--- config.mk ---
export PLATFORM = sky130hd
export DESIGN_NAME = div_unit
export DESIGN_NICKNAME = d
export VERILOG_FILES = /design/src/rtl/div_unit.sv
export SDC_FILE = /design/constraint.sdc
export NUM_CORES = 1
export LEC_CHECK = 0
export ABC_AREA = 1
export CAP_MARGIN = 10
export CORE_MARGIN = 2
export CORE_UTILIZATION = 55
export DETAILED_ROUTE_END_ITERATION = 16
export PLACE_DENSITY = 0.77
export SYNTH_ARGS = -nofsm -noshare
export SYNTH_HDL_FRONTEND = slang
export SYNTH_SLANG_ARGS = --single-unit
export TNS_END_PERCENT = 100
--- constraint.sdc ---
create_clock -name clk -period 8.6 [get_ports clk]
set_input_delay 1.72 -clock clk [delete_from_list [all_inputs] [get_ports clk]]
set_output_delay 1.72 -clock clk [all_outputs]
set_load 0.02 [all_outputs]
--- src/rtl/div_unit.sv ---
// rtl/div_unit.sv - multi-cycle restoring divider for DIV/DIVU in the execute stage
// Optional build macro: DIV_ZERO_FAST_EN (divide-by-zero skips the iterations and finishes in one cycle)
module div_unit #(
    parameter int WIDTH = 32
) (
    input  logic             clk,
    input  logic             rst,
    input  logic             div_startE,
    input  logic             signedE,
    input  logic [WIDTH-1:0] aE,
    input  logic [WIDTH-1:0] bE,
    input  logic             flush_exceptM,
    output logic             stall_divE,
    output logic             div_readyE,
    output logic [WIDTH-1:0] div_loE,
    output logic [WIDTH-1:0] div_hiE
);

    typedef enum logic [1:0] {IDLE, BUSY, DONE} state_t;

    state_t             state;
    logic [5:0]         cnt;
    logic [WIDTH-1:0]   divisor;
    logic [WIDTH-1:0]   quo;        // holds |dividend| bits, shifted out MSB first as quotient bits shift in
    logic [WIDTH:0]     rem;        // partial remainder, one bit wider than the operands
    logic [WIDTH-1:0]   a_raw;      // unmodified dividend, returned as remainder on divide-by-zero
    logic               q_neg;
    logic               r_neg;
    logic               dbz;
    logic               ready_r;
    logic [WIDTH-1:0]   lo_r;
    logic [WIDTH-1:0]   hi_r;

    logic               a_neg;
    logic               b_neg;
    logic [WIDTH-1:0]   a_abs;
    logic [WIDTH-1:0]   b_abs;
    logic [WIDTH+1:0]   trial;
    logic               q_bit;
    logic [WIDTH:0]     rem_next;
    logic [WIDTH-1:0]   quo_next;
    logic [WIDTH-1:0]   lo_fix;
    logic [WIDTH-1:0]   hi_fix;

    // Operand magnitudes, one restoring iteration, and sign correction of the final step
    always_comb begin
        a_neg    = signedE & aE[WIDTH-1];
        b_neg    = signedE & bE[WIDTH-1];
        a_abs    = a_neg ? -aE : aE;
        b_abs    = b_neg ? -bE : bE;
        trial    = {rem, quo[WIDTH-1]} - {2'b00, divisor};
        q_bit    = ~trial[WIDTH+1];
        rem_next = q_bit ? trial[WIDTH:0] : {rem[WIDTH-1:0], quo[WIDTH-1]};
        quo_next = {quo[WIDTH-2:0], q_bit};
        lo_fix   = q_neg ? -quo_next : quo_next;
        hi_fix   = r_neg ? -rem_next[WIDTH-1:0] : rem_next[WIDTH-1:0];
    end

    // Control FSM and datapath; flush abandons the operation from any state
    always_ff @(posedge clk) begin
        if (rst) begin
            state   <= IDLE;
            cnt     <= '0;
            divisor <= '0;
            quo     <= '0;
            rem     <= '0;
            a_raw   <= '0;
            q_neg   <= 1'b0;
            r_neg   <= 1'b0;
            dbz     <= 1'b0;
            ready_r <= 1'b0;
            lo_r    <= '0;
            hi_r    <= '0;
        end else if (flush_exceptM) begin
            state   <= IDLE;
            cnt     <= '0;
            ready_r <= 1'b0;
        end else begin
            case (state)
                IDLE: begin
                    ready_r <= 1'b0;
                    if (div_startE) begin
                        divisor <= b_abs;
                        quo     <= a_abs;
                        rem     <= '0;
                        a_raw   <= aE;
                        q_neg   <= a_neg ^ b_neg;
                        r_neg   <= a_neg;
                        dbz     <= (bE == '0);
                        cnt     <= '0;
`ifdef DIV_ZERO_FAST_EN
                        if (bE == '0) begin
                            state   <= DONE;
                            ready_r <= 1'b1;
                            lo_r    <= '1;
                            hi_r    <= aE;
                        end else begin
                            state   <= BUSY;
                        end
`else
                        state   <= BUSY;
`endif
                    end
                end
                BUSY: begin
                    quo <= quo_next;
                    rem <= rem_next;
                    cnt <= cnt + 6'd1;
                    if (cnt == 6'(WIDTH - 1)) begin
                        state   <= DONE;
                        ready_r <= 1'b1;
                        lo_r    <= dbz ? '1    : lo_fix;
                        hi_r    <= dbz ? a_raw : hi_fix;
                    end
                end
                DONE: begin
                    // The hazard unit lets E advance here, so the result is taken this cycle
                    state   <= IDLE;
                    ready_r <= 1'b0;
                end
                default: begin
                    state   <= IDLE;
                    ready_r <= 1'b0;
                end
            endcase
        end
    end

    assign div_readyE = ready_r & ~flush_exceptM;
    assign stall_divE = div_startE & ~div_readyE & ~flush_exceptM;
    assign div_loE    = lo_r;
    assign div_hiE    = hi_r;

endmodule

==> results of run 1 <==
[where the power goes]
group	internal [mW]	switching, mW	leakage, nW
clock	0.670	0.429	0.423
combinational	0.184	0.379	5.42
sequential	0.982	0.0264	1.67
total	1.84	0.834	7.51
[routing by layer]
metal / global-route usage / up-vias / routed length (um)
met3: 0.0340 / 70 / 3300
met5: 0 / - / 0
met1: 0.470 / 6673 / 20100
li1: - / 7313 / -
met2: 0.526 / 548 / 19900
met4: 0.0901 / 0 / 1230
[kinds of logic (layout without fill, tap and decap cells)]
family,Yosys count,count (layout),synth area share
buffers and inverters,341,436,0.0982
xor gates and xnor gates,69,69,0.0434
AOI/OAI and AO/OA,522,522,0.216
DFF,205,205,0.295
adders and majority gates,38,38,0.0347
and+or+nand+nor,985,985,0.313
[area by class of cell]
type / count / area, sq um
Clock buffer: 30 / 663
Clock inverter: 13 / 196
Fill cell: 2356 / 8810
Inverter: 247 / 927
Multi-Input combinational cell: 1614 / 8470
Sequential cell: 205 / 4100
Tap cell: 330 / 413
Timing Repair Buffer: 146 / 1450
[final timing paths]
| check | end | slack [ps] | cells after the start |
|---|---|---|---|
| hold / removal | a_raw[31] | 460 | 2 |
| hold reg to reg | a_raw[31] | 460 | 2 |
| setup / recovery | div_readyE | 3860 | 3 |
| setup reg to reg | div_loE[30] | 4020 | 25 |
[sequential cells by signal (all words and copies together) (netlist names)]
register	count
a_raw	32
cnt	6
dbz	1
div_hiE	32
div_loE	32
divisor	32
q_neg	1
quo	32
r_neg	1
ready_r	1
rem	33
state	2
[synthesized netlist by cell type, drive strengths merged, types with 17 or more instances]
library cell,n,area share
xor2,49,0.031
buf,17,0.011
inv,244,0.066
o21ai,215,0.080
clkbuf,77,0.021
xnor2,20,0.013
dfxtp,205,0.29
nand4,25,0.012
nor3,29,0.012
nor2,217,0.062
ha,37,0.033
a31oi,19,0.0085
a21oi,195,0.074
o211ai,30,0.016
o32ai,22,0.014
nand3,120,0.048
nand2,563,0.16
[worst register-to-register path: stages (launching register included)]
cell and delay (ps):
dfxtp_1 330, inv_1 140, ha_1 440, nand2_1 110
nor3_2 140, nand2_1 120, nor2_1 190, nand2_4 100
nand2_4 90, nand2_4 100, nand2_8 280, ha_1 240
nand3_1 100, nor3_1 220, nand3_1 130, nor3_1 350
nand3_1 170, nor2_1 200, nand2_1 110, nand2_1 90
o21ai_1 100, a21oi_1 210, o21ai_1 110, xor2_1 160
o221ai_1 150, inv_1 60
[stage by stage]
stage / util / power [mW] / setup slack (ps) / cells
2_1_floorplan: - / 1.41 / 4770 / 2160
3_3_place_gp: 0.612 / 1.57 / 3850 / 2541
3_5_place_dp: 0.612 / 1.58 / 3870 / 2541
4_1_cts: 0.647 / 2.67 / 3850 / 2584
5_1_grt: 0.648 / 2.78 / 3440 / 2585
6_report: 0.648 / 2.67 / 3860 / 2585
==> impl_metrics.csv, run 1 <==
group,metric,value,unit
grt,track_usage,0.328,
final_layout,drive_above_1_share,0.0736,
run_status,outcome,"complete, no violations",
setup_path,path_class,"input pin to output pin",
timing,fin_crit_sh,0.551,
logic_synthesis,synth_area_per_cell,6.45,sq um
min_path,min_path_type,"flip-flop to flip-flop",
logic_synthesis,syn_area,13900,sq um
clocking,htree_levels,1,
setup_path,path_delay_family,"buffers and inverters",
logic_synthesis,synth_edf_count,0,
logic_synthesis,synth_cells,2160,
final_layout,final_common_cell,"nand2_1",
timing,slew_violations,0,
routing,num_vias,14600,
power_and_ir_drop,powerDensity,165,nW/um^2
logic_synthesis,ys_seq_area_frac,0.295,
setup_path,reg2reg_from,"divisor[29]",
setup_path,worstPathRequired,6880,ps
logic_synthesis,ys_ff_latch,205,
power_and_ir_drop,ir_worst_vdd,0.176,mV
timing,fin_crit,4740,ps
clocking,clockBufferDepth,3,
clocking,clock_latency,540,ps
setup_path,cp-startpoint,"flush_exceptM",
setup_path,cp_slowest_cell,"clkdlybuf4s50_1",
routing,wl_per_cell,17.2,um
routing,firstDrtPassIters,7,
clocking,cts_made_buffers,24,
timing,finalSetupTns,0,ps
grt,grt_max_degree,102,
clocking,root_buffer,"clkbuf_16",
logic_synthesis,synth_cell_type_count,58,
logic_synthesis,yosysWarnings,0,
setup_path,crit_path_cell_trace,"clkdlybuf4s50_1 -> nor2_1 -> clkdlybuf4s50_1",
timing,hold_viol_final,0,
setup_path,crit_arrival,3020,ps
final_layout,syn_to_final_growth,16.5,%
clocking,clkTransAtPathRegs,60,ps
placed_design,dpl.hpwl,33.5,mm
placed_design,placed_area,15300,sq um
final_layout,antenna_cells,0,
power_and_ir_drop,p_leak,7.51,nW
timing,timing.fmax,211,MHz
floorplanning,core,25000,sq um
setup_path,worst_setup_path_end_kind,"output pin",
grt,gr-total-overflow,0,
final_layout,num-nets-final,2345,
logic_synthesis,synthArstFlopShare,0,
min_path,hold_path.startpoint,"a_raw[31]",
routing,drt_iter0_drc,1583,
clocking,holdBufCountCts,0,
logic_synthesis,synth_ff_type,"dfxtp_1",
floorplanning,start_util,0.556,
floorplanning,die_w,163,um
clocking,tritoncts,"yes",
setup_path,critPathLaunchType,"input pin",
final_layout,layout_common_cells,"nand2_1, inv_1, dfxtp_1, nor2_1, o21ai_0",
routing,ant_nets,0,
routing,drc,0,
setup_path,crit_fanout,6,
floorplanning,row_count,58,
grt,antenna_found_initial,0,
placed_design,io_buffers,134,
floorplanning,die_area,26600,sq um
grt,grt_first_pass_wirelength,69.7,mm
floorplanning,die_h,163,um
clocking,clock_sinks,205,
clocking,post_cts_resize_count,0,
setup_path,critPathBufInv,2,
setup_path,path_common_cell,"clkdlybuf4s50_1",
timing,fin_hold_ws,460,ps
grt,grt_pass1_vias,13300,
timing,setup_viol,0,
timing,tightestPinTransition,1200,ps
logic_synthesis,synth_fp_nets,2267,
placed_design,finalWeightedCongestion,0.964,
run,maxCapViolations,0,
final_layout,post-route-cell-area,16200,sq um
setup_path,critPathMaxStageDelay,610,ps
timing,slew_headroom,0.199,
clocking,post-cts-setup-buffer-count,0,
routing,routed_wl,44.6,mm
timing,rsz0062_at_grt,"false",
floorplanning,boundaryPins,135,
timing,clock_skew,30.7,ps
routing,vias_per_cell,5.65,
(Power assumes the default switching activity.)
==> run 2, diff against run 1 <==
clock period = 4.4 ns   (was 8.6 ns; I/O delays follow)
==> run 2 against run 1 <==
Die area unchanged. Register-to-register slack lost 3600 ps. Combinational power grew 100%. Largest power group unchanged. Flip-flop and latch count did not move. Total power increased by 93%. Non-clock buffer count grew 8. Clock skew is 19 ps lower. Sequential share of layout area hardly changed. Critical endpoint is now div_hiE[21]. Critical path type is now flip-flop to flip-flop. Final cell count is 0.23% higher.
==> impl_metrics.csv, run 2 (synthesis gave the netlist of run 1 again) <==
group,metric,value,unit
run_status,outcome,"complete, no violations",
timing,rsz0062_at_grt,"false",
timing,hold_viol_final,0,
grt,gr-total-overflow,0,
timing,finalSetupTns,0,ps
setup_path,critPathLaunchType,"flip-flop",
grt,grt_first_pass_wirelength,73.6,mm
final_layout,layout_common_cells,"nand2_1, inv_1, dfxtp_1, nor2_1, o21ai_0",
final_layout,largest_reg_flops,33,
timing,fin_crit_sh,0.911,
clocking,root_buffer,"clkbuf_16",
setup_path,cp_slowest_cell,"fa_1",
floorplanning,core,25000,sq um
final_layout,syn_to_final_growth,16.6,%
floorplanning,boundaryPins,135,
min_path,hold_path.startpoint,"a_raw[31]",
routing,num_vias,14900,
power_and_ir_drop,ir_worst_vdd,0.347,mV
floorplanning,row_count,58,
final_layout,antenna_cells,0,
power_and_ir_drop,p_sw,1.64,mW
clocking,clockBufferDepth,3,
final_layout,top_register,"rem",
setup_path,crit_fanout,5,
power_and_ir_drop,combPwrFrac,0.222,
placed_design,finalWeightedCongestion,0.977,
timing,timing.fmax,250,MHz
grt,antenna_found_initial,0,
timing,tightestPinTransition,1020,ps
setup_path,reg2reg_from,"quo[31]",
grt,grt_pass1_vias,13900,
routing,vias_per_cell,5.76,
clocking,htree_levels,1,
final_layout,fillers,2323,
setup_path,cp-startpoint,"quo[31]",
clocking,clock_sinks,205,
power_and_ir_drop,clock_power_share,0.396,
setup_path,path_class,"flip-flop to flip-flop",
setup_path,path_common_cell,"nand2_1",
min_path,min_path_type,"flip-flop to flip-flop",
placed_design,io_buffers,134,
floorplanning,start_util,0.556,
clocking,tritoncts,"yes",
grt,track_usage,0.349,
timing,fin_crit,4010,ps
timing,setup_viol,0,
routing,firstDrtPassIters,7,
setup_path,path_delay_family,"simple AND/OR/NAND/NOR gates",
timing,clock_skew,12.0,ps
routing,drt_iter0_drc,1413,
setup_path,worst_setup_path_end_kind,"flip-flop",
routing,ant_nets,0,
final_layout,final_common_cell,"nand2_1",
final_layout,register_area,4100,sq um
setup_path,critPathMaxStageDelay,500,ps
setup_path,critPathBufInv,2,
floorplanning,die_w,163,um
floorplanning,die_h,163,um
final_layout,multi_input_area,8480,sq um
final_layout,drive_above_1_share,0.0770,
clocking,post-cts-setup-buffer-count,0,
placed_design,dpl.hpwl,35.5,mm
routing,drc,0,
placed_design,dp_worst_setup_slack,335,ps
routing,routed_wl,46.7,mm
routing,wl_per_cell,18.0,um
power_and_ir_drop,p_leak,7.52,nW
timing,slew_headroom,0.320,
timing,finalWorstSetupSlack,393,ps
floorplanning,die_area,26600,sq um
grt,grt_max_degree,96,
setup_path,crit_path_cell_trace,"inv_1 -> ha_1 -> inv_1 -> fa_1 -> nand3_1 -> nand2_1 -> nand2_1 -> nand2_1 -> nand2_1 -> nand2_1 -> xnor2_1 -> nand3_1 -> nand2_1 -> nand2_1 -> nor2_2 -> nand2_1 -> a21oi_4 -> nand2_2 -> nand2_1 -> nand2_1 -> o21bai_1 -> a21oi_1",
clocking,clkTransAtPathRegs,60,ps
timing,slew_violations,0,
setup_path,worstPathRequired,4770,ps
final_layout,num-nets-final,2353,
setup_path,crit_arrival,4380,ps
power_and_ir_drop,p_seq_frac,0.382,
run,maxCapViolations,0,
clocking,cts_made_buffers,24,
clocking,clock_latency,530,ps
power_and_ir_drop,powerDensity,318,nW/um^2
power_and_ir_drop,sw_frac_of_total,0.317,
power_and_ir_drop,intPower,3.52,mW
[run 2: worst paths after layout]
kind | to | cells past startpoint | slack [ps]
max | div_hiE[21] | 22 | 390
max reg2reg | div_hiE[21] | 22 | 390
min reg2reg | a_raw[31] | 2 | 460
min | a_raw[31] | 2 | 460
[run 2: power by group through the flow]
stage | clock network [mW] | logic, mW | registers (mW)
3_5_place_dp | 0 | 1.11 | 2.01
2_1_floorplan | 0 | 0.764 | 1.99
3_3_place_gp | 0 | 1.10 | 2.01
4_1_cts | 2.07 | 1.11 | 1.97
5_1_grt | 2.14 | 1.26 | 1.98
6_report | 2.05 | 1.14 | 1.97
[run 2: what timing repair did]
item                                    4_1_cts  5_1_grt
hold buffers                                  0        0
endpoints found under the setup margin        0        2
gates resized for setup                       0        3
[run 2: tightest hold or removal path, cell delays in order (launching register included)]
cell and delay (ps):
dfxtp_1 300, inv_1 60, a21oi_1 60
[run 2: final cells by class]
class | instances | area share
Multi-Input combinational cell | 1614 | 0.522
Sequential cell | 205 | 0.253
Timing Repair Buffer | 154 | 0.0929
Inverter | 247 | 0.0572
Clock buffer | 30 | 0.0409
Tap cell | 330 | 0.0254
Clock inverter | 11 | 0.00832
[run 2: metrics by stage]
step	util	instance area [sq um]	hold WS (ps)	instances	power, mW
final	0.648	16200	460	2591	5.16
after global routing	0.648	16200	474	2591	5.37
after CTS	0.647	16200	458	2590	5.15
after detailed placement	0.615	15400	448	2549	3.11
after global placement	0.615	15400	441	2549	3.11
after floorplan	-	13900	430	2160	2.76
[run 2: metal layers]
metal,part of all wire,track usage,wire length [um]
met4,0.038,0.123,1770
met3,0.086,0.0615,4020
met1,0.44,0.483,20400
met5,0,0,0
met2,0.44,0.548,20500
==> run 3, diff against run 2 <==
MAX_ROUTING_LAYER = met4   (was not set)
==> run 3 against run 2 <==
First-iteration DRC count up 15%. Clock power increased by 2%. Worst setup slack worse by 33 ps. Via count is 0.42% higher. Final cell count up 0.23%. Die area is the same. Clock skew is 2.0 ps higher. Critical path depth unchanged. Flip-flop and latch count unchanged.
==> impl_metrics.csv, run 3 (synthesis gave the netlist of run 1 again) <==
group,metric,value,unit
run_status,outcome,"complete, no violations",
final_layout,register_area,4100,sq um
routing,wl_met3,4.04,mm
power_and_ir_drop,p_sw,1.68,mW
grt,track_usage,0.362,
routing,num_vias,15000,
timing,slew_violations,0,
clocking,clockBufferDepth,3,
setup_path,critPathLaunchType,"flip-flop",
routing,drt_iter0_drc,1626,
final_layout,syn_to_final_growth,16.9,%
power_and_ir_drop,p_leak,7.54,nW
setup_path,r2r_setup_slack,360,ps
final_layout,num-nets-final,2356,
timing,setup_viol,0,
setup_path,r2r_end,"div_loE[30]",
timing,fin_hold_ws,457,ps
power_and_ir_drop,intPower,3.54,mW
clocking,clock_latency,530,ps
timing,fin_crit_sh,0.918,
timing,rsz0062_at_grt,"false",
setup_path,critPathMaxStageDelay,400,ps
routing,vias_per_cell,5.77,
routing,dr_wl_met2,21.3,mm
timing,timing.fmax,248,MHz
floorplanning,die_h,163,um
timing,hold_viol_final,0,
final_layout,layout_common_cells,"nand2_1, inv_1, dfxtp_1, nor2_1, o21ai_0",
setup_path,worst_setup_path_end_kind,"flip-flop",
timing,finalSetupTns,0,ps
routing,drc,0,
power_and_ir_drop,powerDensity,320,nW/um^2
run,maxCapViolations,0,
final_layout,top_register,"rem",
clocking,tritoncts,"yes",
grt,grt_pass1_vias,13700,
setup_path,path_class,"flip-flop to flip-flop",
clocking,post_cts_resize_count,0,
grt,gr-total-overflow,0,
setup_path,worstPathRequired,4820,ps
placed_design,dpl.hpwl,36.2,mm
clocking,clkTransAtPathRegs,60,ps
clocking,post-cts-setup-buffer-count,0,
setup_path,ff2ff_path_depth,22,
final_layout,multi_input_area,8480,sq um
timing,fin_crit,4040,ps
power_and_ir_drop,sw_frac_of_total,0.322,
timing,tightestPinTransition,945,ps
placed_design,finalWeightedCongestion,0.984,
routing,routed_wl,47.6,mm
final_layout,largest_reg_flops,33,
min_path,whs_endpoint,"a_raw[8]",
clocking,holdBufCountCts,0,
routing,ant_nets,0,
power_and_ir_drop,clock_power_share,0.401,
floorplanning,boundaryPins,135,
power_and_ir_drop,p_seq_frac,0.378,
timing,clock_skew,14.0,ps
final_layout,drive_above_1_share,0.0785,
floorplanning,start_util,0.556,
setup_path,cp_slowest_cell,"dfxtp_1",
setup_path,crit_path_cell_trace,"ha_1 -> a21oi_1 -> o21a_1 -> nand2_1 -> a21oi_4 -> nand3_4 -> nand2_8 -> ha_1 -> nand3_1 -> nor3_2 -> nand3_1 -> nor3_2 -> nand3_1 -> nor2_1 -> nand2_1 -> nand2_1 -> o21ai_1 -> a21oi_1 -> o21ai_1 -> xor2_1 -> o221ai_1 -> inv_1",
timing,finalWorstSetupSlack,360,ps
power_and_ir_drop,combPwrFrac,0.221,
routing,drt-met1-wl,20.9,mm
floorplanning,die_area,26600,sq um
min_path,hold_path.startpoint,"a_raw[8]",
setup_path,reg2reg_from,"rem[21]",
timing,slew_headroom,0.369,
final_layout,fillers,2361,
clocking,clock_sinks,205,
setup_path,crit_arrival,4460,ps
final_layout,final_common_cell,"nand2_1",
routing,firstDrtPassIters,6,
final_layout,antenna_cells,0,
min_path,min_path_type,"flip-flop to flip-flop",
power_and_ir_drop,totalPowerFinal,5.22,mW
grt,grt_first_pass_wirelength,74.0,mm
placed_design,io_buffers,134,
power_and_ir_drop,ir_worst_vdd,0.306,mV
final_layout,finish.utilization,0.650,
clocking,root_buffer,"clkbuf_16",
placed_design,dp_worst_setup_slack,281,ps
min_path,whs_path_depth,2,
floorplanning,row_count,58,
routing,wl_per_cell,18.3,um
routing,highest_layer,"met4",
floorplanning,core,25000,sq um
clocking,cts_made_buffers,25,
setup_path,crit_fanout,8,
grt,antenna_found_initial,1,
clocking,htree_levels,1,
grt,grt_max_degree,96,
floorplanning,die_w,163,um
## run 3: cell count changes in the layout (fill, tap and decap cells not counted)
| cell | previous run | this run |
|---|---|---|
| nor3_1 | 24 | 23 |
| nor3_2 | 5 | 6 |
| nor2_2 | 10 | 9 |
| buf_4 | 20 | 22 |
| clkinvlp_4 | 2 | 3 |
| clkbuf_8 | 2 | 5 |
| nor2_1 | 201 | 202 |
| clkinv_2 | 7 | 4 |
| clkbuf_1 | 3 | 4 |
| a21oi_1 | 186 | 187 |
| a21oi_2 | 6 | 5 |
| bufinv_16 | 3 | 2 |
| inv_6 | 0 | 2 |
| clkinv_4 | 0 | 1 |
## run 3: cell type report
type	instances	area share
timing repair buffer	156	0.0936
clock inverter	11	0.00761
tap	330	0.0254
inverter	247	0.0570
multi-input combinational	1614	0.521
clock buffer	34	0.0436
sequential	205	0.252
## run 3: how the worst max path moves through the flow
stage / start / end / slack [ps] / cells past startpoint
after floorplan: divisor[8] / div_loE[30] / 570 / 28
after global placement: divisor[29] / div_loE[30] / 410 / 25
after detailed placement: divisor[22] / div_loE[30] / 280 / 23
after CTS: divisor[22] / div_loE[30] / 250 / 23
after global routing: divisor[25] / div_loE[30] / 30 / 25
final: rem[21] / div_loE[30] / 360 / 22
## run 3: worst max-delay path: cells and delay by family (launching register included)
family                   cells  cell delay (ps)
AND/OR/NAND/NOR             11             1520
AO/OA/AOI/OAI                7             1270
adder cells (fa/ha/maj)      2              500
flip-flops                   1              400
XOR/XNOR                     1              160
buffers and inverters        1               60
## run 3: layer usage
layer,vias to the layer above,global-route usage
li1,7337,-
met1,6891,0.498
met2,677,0.567
met3,90,0.0432
met4,0,0.0933
met5,-,-
## run 3: metrics by stage
step,std cells,cell area (sq um)
3_3_place_gp,2551,15400
5_1_grt,2597,16300
6_report,2597,16300
2_1_floorplan,2160,13900
3_5_place_dp,2551,15400
4_1_cts,2596,16200
## run 3: power by group through the flow
stage                     clock, mW  sequential (mW)  combinational [mW]
final                          2.09             1.97                1.15
after global routing           2.19             1.98                1.26
after CTS                      2.11             1.97                1.12
after detailed placement          0             2.01                1.11
after global placement            0             2.01                1.11
after floorplan                   0             1.99               0.764
